[config.mk]
export PLATFORM = sky130hd
export DESIGN_NAME = word_setter
export DESIGN_NICKNAME = d
export VERILOG_FILES = /design/src/rtl/word_setter.sv
export SDC_FILE = /design/constraint.sdc
export NUM_CORES = 1
export LEC_CHECK = 0
export CAP_MARGIN = 25
export CELL_PAD_IN_SITES_DETAIL_PLACEMENT = 1
export CELL_PAD_IN_SITES_GLOBAL_PLACEMENT = 2
export CORE_ASPECT_RATIO = 0.7
export CORE_MARGIN = 3
export CORE_UTILIZATION = 36
export DETAILED_ROUTE_END_ITERATION = 7
export HOLD_SLACK_MARGIN = 0.06
export PLACE_DENSITY_LB_ADDON = 0.25
export SKIP_CTS_REPAIR_TIMING = 1
export SYNTH_ARGS = -nofsm -noshare
export SYNTH_HDL_FRONTEND = slang
export SYNTH_SLANG_ARGS = --single-unit
[constraint.sdc]
create_clock -name clk -period 6.4 [get_ports clk]
set_clock_uncertainty 0.1 [all_clocks]
set_input_delay 0.96 -clock clk [delete_from_list [all_inputs] [get_ports clk]]
set_output_delay 0.96 -clock clk [all_outputs]
set_load 0.1 [all_outputs]
[src/rtl/word_setter.sv]
`default_nettype none
// ============================================================================
// Module      : word_setter
// Description : Setter-side front end for the Wordle game. The setter keys in
//               the secret word one letter at a time using the shared
//               switch-code letter table. The word is confirmed and locked,
//               and then exported to the guess checker. The seven-segment
//               digits show the entry and go blank once the word is locked.
// Revision    : 1.0 - initial release
// ============================================================================
module word_setter #(
    parameter int SEG_W     = 7,
    parameter int N_LETTERS = 4
) (
    input  logic                         clk,
    input  logic                         reset,
    input  logic [9:0]                   switch_input,
    input  logic                         enter,
    input  logic                         clear,
    output logic [SEG_W*N_LETTERS-1:0]   secret_word,
    output logic                         word_valid,
    output logic [SEG_W-1:0]             SS1,
    output logic [SEG_W-1:0]             SS2,
    output logic [SEG_W-1:0]             SS3,
    output logic [SEG_W-1:0]             SS4,
    output logic                         err_led,
    output logic [$clog2(N_LETTERS)-1:0] slot_idx
);

    localparam int SLOT_W = $clog2(N_LETTERS);

    // Segments are active-low, so all ones means the digit is dark
    localparam logic [SEG_W-1:0]  C_BLANK     = '1;
    localparam logic [SLOT_W-1:0] C_LAST_SLOT = SLOT_W'(N_LETTERS - 1);

    localparam logic [1:0] ST_IDLE    = 2'd0;
    localparam logic [1:0] ST_ENTRY   = 2'd1;
    localparam logic [1:0] ST_CONFIRM = 2'd2;
    localparam logic [1:0] ST_LOCKED  = 2'd3;

    logic [1:0]        state_q, state_d;
    logic [SLOT_W-1:0] slot_q, slot_d;
    logic              err_q, err_d;
    logic [SEG_W-1:0]  letters_q [N_LETTERS];
    logic [SEG_W-1:0]  letters_d [N_LETTERS];
    logic [SEG_W-1:0]  disp_q    [N_LETTERS];
    logic [SEG_W-1:0]  disp_d    [N_LETTERS];

    logic              sync1_q, sync2_q, sync3_q;
    logic              press;
    logic              dec_valid;
    logic [SEG_W-1:0]  dec_pat;

    // Shared letter table. Columns are bits [9:3], one-hot, MSB first.
    // Rows: 000 = A..G, 001 = H..N, 010 = O..U, 100 = V..Z.
    // Returns {valid, pattern}. Invalid codes decode to all segments lit.
    function automatic logic [SEG_W:0] decode_letter(input logic [9:0] code);
        logic [SEG_W:0] r;
        r = {1'b1, SEG_W'(7'b0000000)};
        case (code)
            10'b1000000_000: r[SEG_W-1:0] = 7'b0001000; // A
            10'b0100000_000: r[SEG_W-1:0] = 7'b1100000; // B
            10'b0010000_000: r[SEG_W-1:0] = 7'b0110001; // C
            10'b0001000_000: r[SEG_W-1:0] = 7'b1000010; // D
            10'b0000100_000: r[SEG_W-1:0] = 7'b0110000; // E
            10'b0000010_000: r[SEG_W-1:0] = 7'b0111000; // F
            10'b0000001_000: r[SEG_W-1:0] = 7'b0100001; // G
            10'b1000000_001: r[SEG_W-1:0] = 7'b1001000; // H
            10'b0100000_001: r[SEG_W-1:0] = 7'b1001111; // I
            10'b0010000_001: r[SEG_W-1:0] = 7'b1000011; // J
            10'b0001000_001: r[SEG_W-1:0] = 7'b0101000; // K
            10'b0000100_001: r[SEG_W-1:0] = 7'b1110001; // L
            10'b0000010_001: r[SEG_W-1:0] = 7'b0101010; // M
            10'b0000001_001: r[SEG_W-1:0] = 7'b1101010; // N
            10'b1000000_010: r[SEG_W-1:0] = 7'b0000001; // O
            10'b0100000_010: r[SEG_W-1:0] = 7'b0011000; // P
            10'b0010000_010: r[SEG_W-1:0] = 7'b0001100; // Q
            10'b0001000_010: r[SEG_W-1:0] = 7'b1111010; // R
            10'b0000100_010: r[SEG_W-1:0] = 7'b0100100; // S
            10'b0000010_010: r[SEG_W-1:0] = 7'b1001110; // T
            10'b0000001_010: r[SEG_W-1:0] = 7'b1000001; // U
            10'b1000000_100: r[SEG_W-1:0] = 7'b1100011; // V
            10'b0100000_100: r[SEG_W-1:0] = 7'b1001001; // W
            10'b0010000_100: r[SEG_W-1:0] = 7'b0110110; // X
            10'b0001000_100: r[SEG_W-1:0] = 7'b1000100; // Y
            10'b0000100_100: r[SEG_W-1:0] = 7'b0010010; // Z
            default:         r = '0;
        endcase
        return r;
    endfunction

    assign {dec_valid, dec_pat} = decode_letter(switch_input);

    // Two-flop synchronizer for the raw pushbutton, plus one delay flop for edge detection
    always_ff @(posedge clk or posedge reset) begin
        if (reset) begin
            sync1_q <= 1'b0;
            sync2_q <= 1'b0;
            sync3_q <= 1'b0;
        end else begin
            sync1_q <= enter;
            sync2_q <= sync1_q;
            sync3_q <= sync2_q;
        end
    end

    // Falling edge of the synchronized button gives one single-cycle press.
    // The flops reset to 0, so releasing reset with the button held never fires.
    assign press = sync3_q & ~sync2_q;

    // FSM state register
    always_ff @(posedge clk or posedge reset) begin
        if (reset) begin
            state_q <= ST_IDLE;
        end else begin
            state_q <= state_d;
        end
    end

    // FSM next state. Clear wins over a press in the same cycle.
    always_comb begin
        state_d = state_q;
        if (clear) begin
            case (state_q)
                ST_CONFIRM: state_d = ST_ENTRY;
                ST_LOCKED:  state_d = ST_IDLE;
                default:    state_d = state_q;
            endcase
        end else if (press) begin
            case (state_q)
                ST_IDLE:    state_d = ST_ENTRY;
                ST_ENTRY:   if (dec_valid && (slot_q == C_LAST_SLOT)) state_d = ST_CONFIRM;
                ST_CONFIRM: state_d = ST_LOCKED;
                default:    state_d = state_q;
            endcase
        end
    end

    // Letter store, slot pointer and error flag updates
    always_comb begin
        letters_d = letters_q;
        slot_d    = slot_q;
        err_d     = err_q;
        if (clear) begin
            for (int i = 0; i < N_LETTERS; i++) begin
                letters_d[i] = C_BLANK;
            end
            slot_d = '0;
            err_d  = 1'b0;
        end else if (press) begin
            case (state_q)
                ST_IDLE: slot_d = '0;
                ST_ENTRY: begin
                    if (dec_valid) begin
                        letters_d[slot_q] = dec_pat;
                        err_d             = 1'b0;
                        // The last slot stays put; the state moves to confirmation instead
                        if (slot_q != C_LAST_SLOT) begin
                            slot_d = slot_q + SLOT_W'(1);
                        end
                    end else begin
                        err_d = 1'b1;
                    end
                end
                default: ;
            endcase
        end
    end

    // Datapath registers
    always_ff @(posedge clk or posedge reset) begin
        if (reset) begin
            for (int i = 0; i < N_LETTERS; i++) begin
                letters_q[i] <= C_BLANK;
            end
            slot_q <= '0;
            err_q  <= 1'b0;
        end else begin
            letters_q <= letters_d;
            slot_q    <= slot_d;
            err_q     <= err_d;
        end
    end

    // FSM outputs: word_valid and next display contents
    always_comb begin
        word_valid = (state_q == ST_LOCKED);
        for (int i = 0; i < N_LETTERS; i++) begin
            disp_d[i] = C_BLANK;
        end
        case (state_q)
            ST_ENTRY: begin
                for (int i = 0; i < N_LETTERS; i++) begin
                    if (i < int'(slot_q)) begin
                        disp_d[i] = letters_q[i];
                    end else if (i == int'(slot_q)) begin
                        disp_d[i] = dec_pat;
                    end else begin
                        disp_d[i] = C_BLANK;
                    end
                end
            end
            ST_CONFIRM: disp_d = letters_q;
            default: ;
        endcase
    end

    // Registered digit drive
    always_ff @(posedge clk or posedge reset) begin
        if (reset) begin
            for (int i = 0; i < N_LETTERS; i++) begin
                disp_q[i] <= C_BLANK;
            end
        end else begin
            disp_q <= disp_d;
        end
    end

    // First letter lands in the most significant field of the exported word
    for (genvar g = 0; g < N_LETTERS; g++) begin : g_pack
        assign secret_word[SEG_W*(N_LETTERS-g)-1 -: SEG_W] = letters_q[g];
    end

    assign SS1      = disp_q[0];
    assign SS2      = disp_q[1];
    assign SS3      = disp_q[2];
    assign SS4      = disp_q[3];
    assign err_led  = err_q;
    assign slot_idx = slot_q;

endmodule
`default_nettype wire

==> run_results.csv, run 1 <==
group,metric,value,unit
cells_and_area,multiInputGateArea,1980,µm²
yosys,ys_warn_count,0,
cts,clk_path_buf_depth,2,
yosys,syn_area,3860,µm²
critical_path,slowest_delay,0.83,ns
cells_and_area,antenna_cells,0,
yosys,synth-main-ff-cell,"dfstp_2",
sta,relSlewSlack,0.245,
global_route,use_met1,0.353,
route,via_per_inst,6.06,
floorplanning,core_area,10100,µm²
sta,rsz0062_at_grt,"no",
yosys,seq_area_frac_synth,0.433,
critical_path,rr_worst_depth,9,
sta,tightest_slew,1.12,ns
route,wl,12.9,mm
cells_and_area,regArea,1670,µm²
critical_path,path_class,"primary input to flop",
critical_path,reg2reg_from,"state_q[1]",
power,powerDensity,561,nW/µm²
cts,path_clk_slew,0.05,ns
placed_design,place_congestion,0.956,
hold_path,whs_path_depth,0,
critical_path,crit_path_start_kind,"primary input",
cells_and_area,utilization,0.489,
yosys,synth-edff-count,0,
yosys,synth_area_leader_cell,"dfstp_2",
sta,fmax,235,MHz
cts,clock_latency,0.34,ns
global_route,grt_util_all_layers,0.215,
power,irDropWorstVdd,0.357,mV
critical_path,crit_chain,"clkdlybuf4s50_1 -> nor4_2 -> nand2_1 -> o32ai_2 -> nor4_4 -> buf_6 -> or4_1 -> o211a_1",
run_status,status,"complete, no violations",
cells_and_area,fillers,1107,
yosys,syn_inst,372,
cts,cts_tree,"built",
cells_and_area,final_common_cell,"clkdlybuf4s50_1",
placed_design,place_hpwl,9.17,mm
sta,period_needed,4.25,ns
route,vias,3418,
critical_path,cp.required,6.56,ns
route,drc,0,
route,wl_per_cell,22.9,µm
global_route,top_usage_layer,"met1",
sta,worst_slack,2.15,ns
floorplanning,rows,30,
global_route,grt_pass1_wl,19.9,mm
global_route,first_global_vias,3312,
sta,timing.final.hold_violations,0,
critical_path,r2r_end,"slot_idx[0]",
cells_and_area,syn_to_final_growth,27.2,%
yosys,synth_fp_nets,395,
hold_path,hp-class,"flop to flop",
cells_and_area,final_cell_mix,"clkdlybuf4s50_1 (73), dfstp_2 (56), a2bb2oi_1 (31)",
yosys,synth_top_cell_area_share,0.381,
cts,numCtsBuffers,9,
sta,fin_crit_sh,0.664,
sta,fin_setup_tns,0,ns
cts,cts.root.buffer_cell,"clkbuf_16",
global_route,met2_usage,0.272,
cts,cts.sinks,64,
route,drt_iter0_drc,232,
floorplanning,start_util,0.384,
hold_path,min-delay-start,"sync1_q",
critical_path,path_depth,8,
critical_path,cp_slowest_cell,"nor4_2",
placed_design,dpl_worst_slack,1.88,ns
critical_path,crit_buf_inv,2,
sta,slew_violations,0,
floorplanning,dieArea,12000,µm²
critical_path,endpoint_kind,"flop",
yosys,synth_async_sr_flop_share,1.00,
global_route,grt_max_degree,65,
sta,setup_viol,0,
global_route,antenna_found_initial,0,
floorplanning,die_x,130,µm
floorplanning,die_h,92.7,µm
cts,h-tree-depth,3,
power,leakage,0.00187,µW
global_route,overflow,0,
placed_design,portBuffers,73,
global_route,use_met3,0.0599,
critical_path,worst-r2r-setup-slack,3.60,ns
run,max_cap_viol_count,0,
yosys,yosysUniqueCellTypes,66,
cells_and_area,final_layout_size_suffix_gt1_frac,0.225,
route,ant_nets,0,
yosys,ys_top_cells_by_area,"dfstp_2 (38%), a2bb2oi_1 (7.0%), dfrtp_1 (5.2%)",
floorplanning,io_pins,74,
hold_path,hold_end,"sync2_q",
critical_path,critPathTopFamily,"simple AND/OR/NAND/NOR gates",
route,drt_first_pass_iters,5,
yosys,ys_ff_latch,64,
critical_path,cp_data_arrival_time,4.41,ns
yosys,syn_avg_cell_area,10.4,µm²
critical_path,worstPathMaxFanout,17,
cells_and_area,fin_nets,454,
-- where the power goes --
part | leakage, µW | internal, µW | switching, µW
combinational | 0.00104 | 416 | 1230
sequential | 0.000687 | 599 | 67.2
clock | 0.000136 | 270 | 174
-- layout make-up --
class | count | share of cell area
Clock buffer | 12 | 0.0502
Clock inverter | 4 | 0.00407
Inverter | 18 | 0.0137
Multi-Input combinational cell | 261 | 0.404
Sequential cell | 64 | 0.340
Tap cell | 128 | 0.0326
Timing Repair Buffer | 77 | 0.156
-- logic make-up after synthesis --
group           Yosys count  synth area share
flops                    64             0.433
simple gates            110             0.168
mux                       5            0.0136
fa+ha+maj                 9            0.0292
xor+xnor                  9            0.0204
buf+inv                  47            0.0557
compound gates          128             0.280
-- worst max path at each step --
stage / startpoint / to / slack (ns)
2_1_floorplan: switch_input[7] / secret_word[6] / 3.38
3_3_place_gp: switch_input[5] / secret_word[0] / 1.75
3_5_place_dp: switch_input[5] / secret_word[6] / 1.88
4_1_cts: switch_input[5] / secret_word[6] / 2.22
5_1_grt: switch_input[5] / secret_word[1] / 1.99
6_report: switch_input[5] / secret_word[6] / 2.15
-- per-stage QoR --
stage	total power (µW)	cell area (µm²)	hold slack, ns	cells
after floorplan	1950	3860	0.231	372
after global placement	2300	4640	0.232	547
after detailed placement	2320	4650	0.257	548
after CTS	2770	4910	0.268	564
after global routing	2880	4910	0.274	564
final	2760	4910	0.263	564
-- synthesized netlist by cell type, types with 4 or more instances --
cell type	instances
a211o_1	7
a21oi_1	22
a21oi_4	4
a221o_1	17
a2bb2oi_1	31
buf_2	10
clkbuf_1	14
dfrtp_1	8
dfstp_2	56
ha_1	9
inv_1	15
nand2_1	24
nand2b_1	6
nand3_1	11
nor2_1	22
nor2b_1	4
nor4_2	4
nor4b_1	7
o21ai_0	12
o21ai_1	5
or3_1	4
or4b_1	4
xor2_1	7
-- registers in the layout, summed over array words and instances (netlist names) --
register and count:
SS1 7, SS2 7, SS3 7, SS4 7
err_led 1, secret_word 28, slot_idx 2, state_q 2
sync1_q 1, sync2_q 1, sync3_q 1
-- per-layer routing --
| layer | vias to the layer above | share of wire |
|---|---|---|
| met5 | - | 0 |
| met4 | 0 | 0.0074 |
| met3 | 11 | 0.059 |
| met2 | 104 | 0.40 |
| met1 | 1782 | 0.54 |
| li1 | 1521 | - |
Power figures use the tool's default switching activity.
==> inputs of run 2 (changes only) <==
--- a/config.mk
+++ b/config.mk
@@ -10,7 +10,7 @@
 export CELL_PAD_IN_SITES_GLOBAL_PLACEMENT = 2
 export CORE_ASPECT_RATIO = 0.7
 export CORE_MARGIN = 3
-export CORE_UTILIZATION = 36
+export CORE_UTILIZATION = 30
 export DETAILED_ROUTE_END_ITERATION = 7
 export HOLD_SLACK_MARGIN = 0.06
 export PLACE_DENSITY_LB_ADDON = 0.25
==> constraint.sdc (replaced) <==
create_clock -name clk -period 3.6 [get_ports clk]
set_clock_uncertainty 0.1 [all_clocks]
set_input_delay 0.54 -clock clk [delete_from_list [all_inputs] [get_ports clk]]
set_output_delay 0.54 -clock clk [all_outputs]
set_load 0.1 [all_outputs]
==> run_results.csv, run 2 (same netlist as run 1, synthesis figures left out) <==
group,metric,value,unit
sta,tightest_slew,0.989,ns
cts,clk_path_buf_depth,2,
cells_and_area,syn_to_final_growth,33.2,%
cells_and_area,largest_register_ffs,28,
sta,setup_viol,0,
power,finalPower,5040,µW
cts,h-tree-depth,3,
cells_and_area,final_layout_size_suffix_gt1_frac,0.292,
placed_design,place_congestion,0.907,
power,pwr-share-seq,0.233,
floorplanning,core_area,12500,µm²
critical_path,rr_worst_depth,7,
critical_path,worst-r2r-setup-slack,1.07,ns
critical_path,path_depth,8,
power,switching_share,0.520,
power,p_sw,2620,µW
global_route,antenna_found_initial,0,
global_route,grt_max_degree,53,
sta,timing.final.hold_violations,0,
hold_path,hp-class,"flop to flop",
cells_and_area,utilization,0.411,
floorplanning,dieArea,14300,µm²
power,comb_power_share,0.585,
route,vias,3420,
route,wl,12.8,mm
critical_path,cp_data_arrival_time,3.34,ns
cells_and_area,regArea,1670,µm²
run_status,status,"complete, no violations",
route,wl_per_cell,20.7,µm
route,ant_nets,0,
cells_and_area,fillers,1397,
placed_design,place_hpwl,9.28,mm
critical_path,cp_slowest_cell,"clkdlybuf4s50_1",
critical_path,r2r_end,"secret_word[16]",
power,powerDensity,979,nW/µm²
floorplanning,io_pins,74,
sta,period_needed,3.24,ns
global_route,first_global_vias,3414,
sta,fmax,309,MHz
power,clkPwrFrac,0.182,
route,drt_first_pass_iters,4,
floorplanning,die_x,142,µm
critical_path,path_class,"primary input to flop",
hold_path,whs_path_depth,0,
critical_path,cp.required,3.70,ns
cts,clock_latency,0.32,ns
global_route,grt_util_all_layers,0.179,
sta,relSlewSlack,0.339,
cells_and_area,multiInputGateArea,1980,µm²
global_route,grt_pass1_wl,19.9,mm
critical_path,critPathTopFamily,"compound AO/OA/AOI/OAI gates",
cts,path_clk_slew,0.05,ns
cts,cts.sinks,64,
critical_path,crit_path_start_kind,"primary input",
route,drt_iter0_drc,241,
critical_path,crit_end,"secret_word[16]",
route,via_per_inst,5.53,
cells_and_area,fin_nets,474,
power,internal_power,2420,µW
critical_path,reg2reg_from,"state_q[1]",
run,max_cap_viol_count,0,
sta,fin_setup_tns,0,ns
placed_design,portBuffers,73,
sta,slew_violations,0,
cts,numCtsBuffers,9,
cells_and_area,fin_area,5150,µm²
critical_path,crit_buf_inv,2,
sta,fin_crit_sh,0.899,
critical_path,worstPathMaxFanout,11,
power,irDropWorstVdd,0.502,mV
critical_path,endpoint_kind,"flop",
power,leakage,0.00199,µW
sta,hold_ws,0.251,ns
critical_path,critPathLaunch,"switch_input[5]",
cells_and_area,final_common_cell,"clkdlybuf4s50_1",
floorplanning,die_h,101,µm
placed_design,dpl_cell_area,4820,µm²
global_route,overflow,0,
critical_path,slowest_delay,0.63,ns
floorplanning,start_util,0.309,
cells_and_area,antenna_cells,0,
cts,cts.root.buffer_cell,"clkbuf_16",
cells_and_area,final_cell_mix,"clkdlybuf4s50_1 (59), dfstp_2 (56), buf_4 (36)",
floorplanning,rows,34,
cts,cts_tree,"built",
sta,rsz0062_at_grt,"no",
route,drc,0,
critical_path,crit_chain,"clkdlybuf4s50_1 -> nor4_2 -> nand2_1 -> o32ai_2 -> nor4_4 -> buf_4 -> a211oi_4 -> a2bb2oi_1",
## run 2: cell count changes in the layout (fill, tap and decap cells not counted)
cell | previous run | this run
buf_12 | 0 | 2
buf_4 | 3 | 36
buf_6 | 1 | 0
bufinv_16 | 0 | 1
clkbuf_1 | 2 | 1
clkbuf_8 | 1 | 4
clkdlybuf4s50_1 | 73 | 59
clkinv_2 | 4 | 1
## run 2: final cells by class
| cell class | instances | area share |
|---|---|---|
| multi-input cells | 261 | 0.386 |
| flip-flops and latches | 64 | 0.325 |
| repair buffers | 97 | 0.175 |
| clock buffers | 14 | 0.0552 |
| well taps | 162 | 0.0394 |
| inverters | 18 | 0.0131 |
| clock inverters | 2 | 0.00681 |
## run 2: per-layer routing
metal | global-route usage | part of all wire
met2 | 0.252 | 0.42
met1 | 0.278 | 0.51
met5 | 0 | 0
met3 | 0.0498 | 0.060
met4 | 0.0221 | 0.0014
## run 2: per-stage QoR
stage	cells	worst slack (ns)
6_report	618	0.362
3_3_place_gp	601	0.115
3_5_place_dp	601	0.0769
4_1_cts	617	0.383
5_1_grt	618	0.159
2_1_floorplan	372	0.942
## run 2: how the worst min path moves through the flow
stage | start | slack [ns] | end
floorplan | sync1_q | 0.23 | sync2_q
global placement | sync1_q | 0.24 | sync2_q
detailed placement | sync1_q | 0.24 | sync2_q
CTS | sync1_q | 0.25 | sync2_q
global route | sync1_q | 0.26 | sync2_q
finish | sync1_q | 0.25 | sync2_q
## run 2: power groups by stage
stage               Combinational, µW  Clock [µW]  Sequential [µW]
floorplan                         872           0             2600
global placement                 2930           0             1180
detailed placement               2950           0             1180
CTS                              2960         929             1180
global route                     3090         969             1210
finish                           2950         915             1170
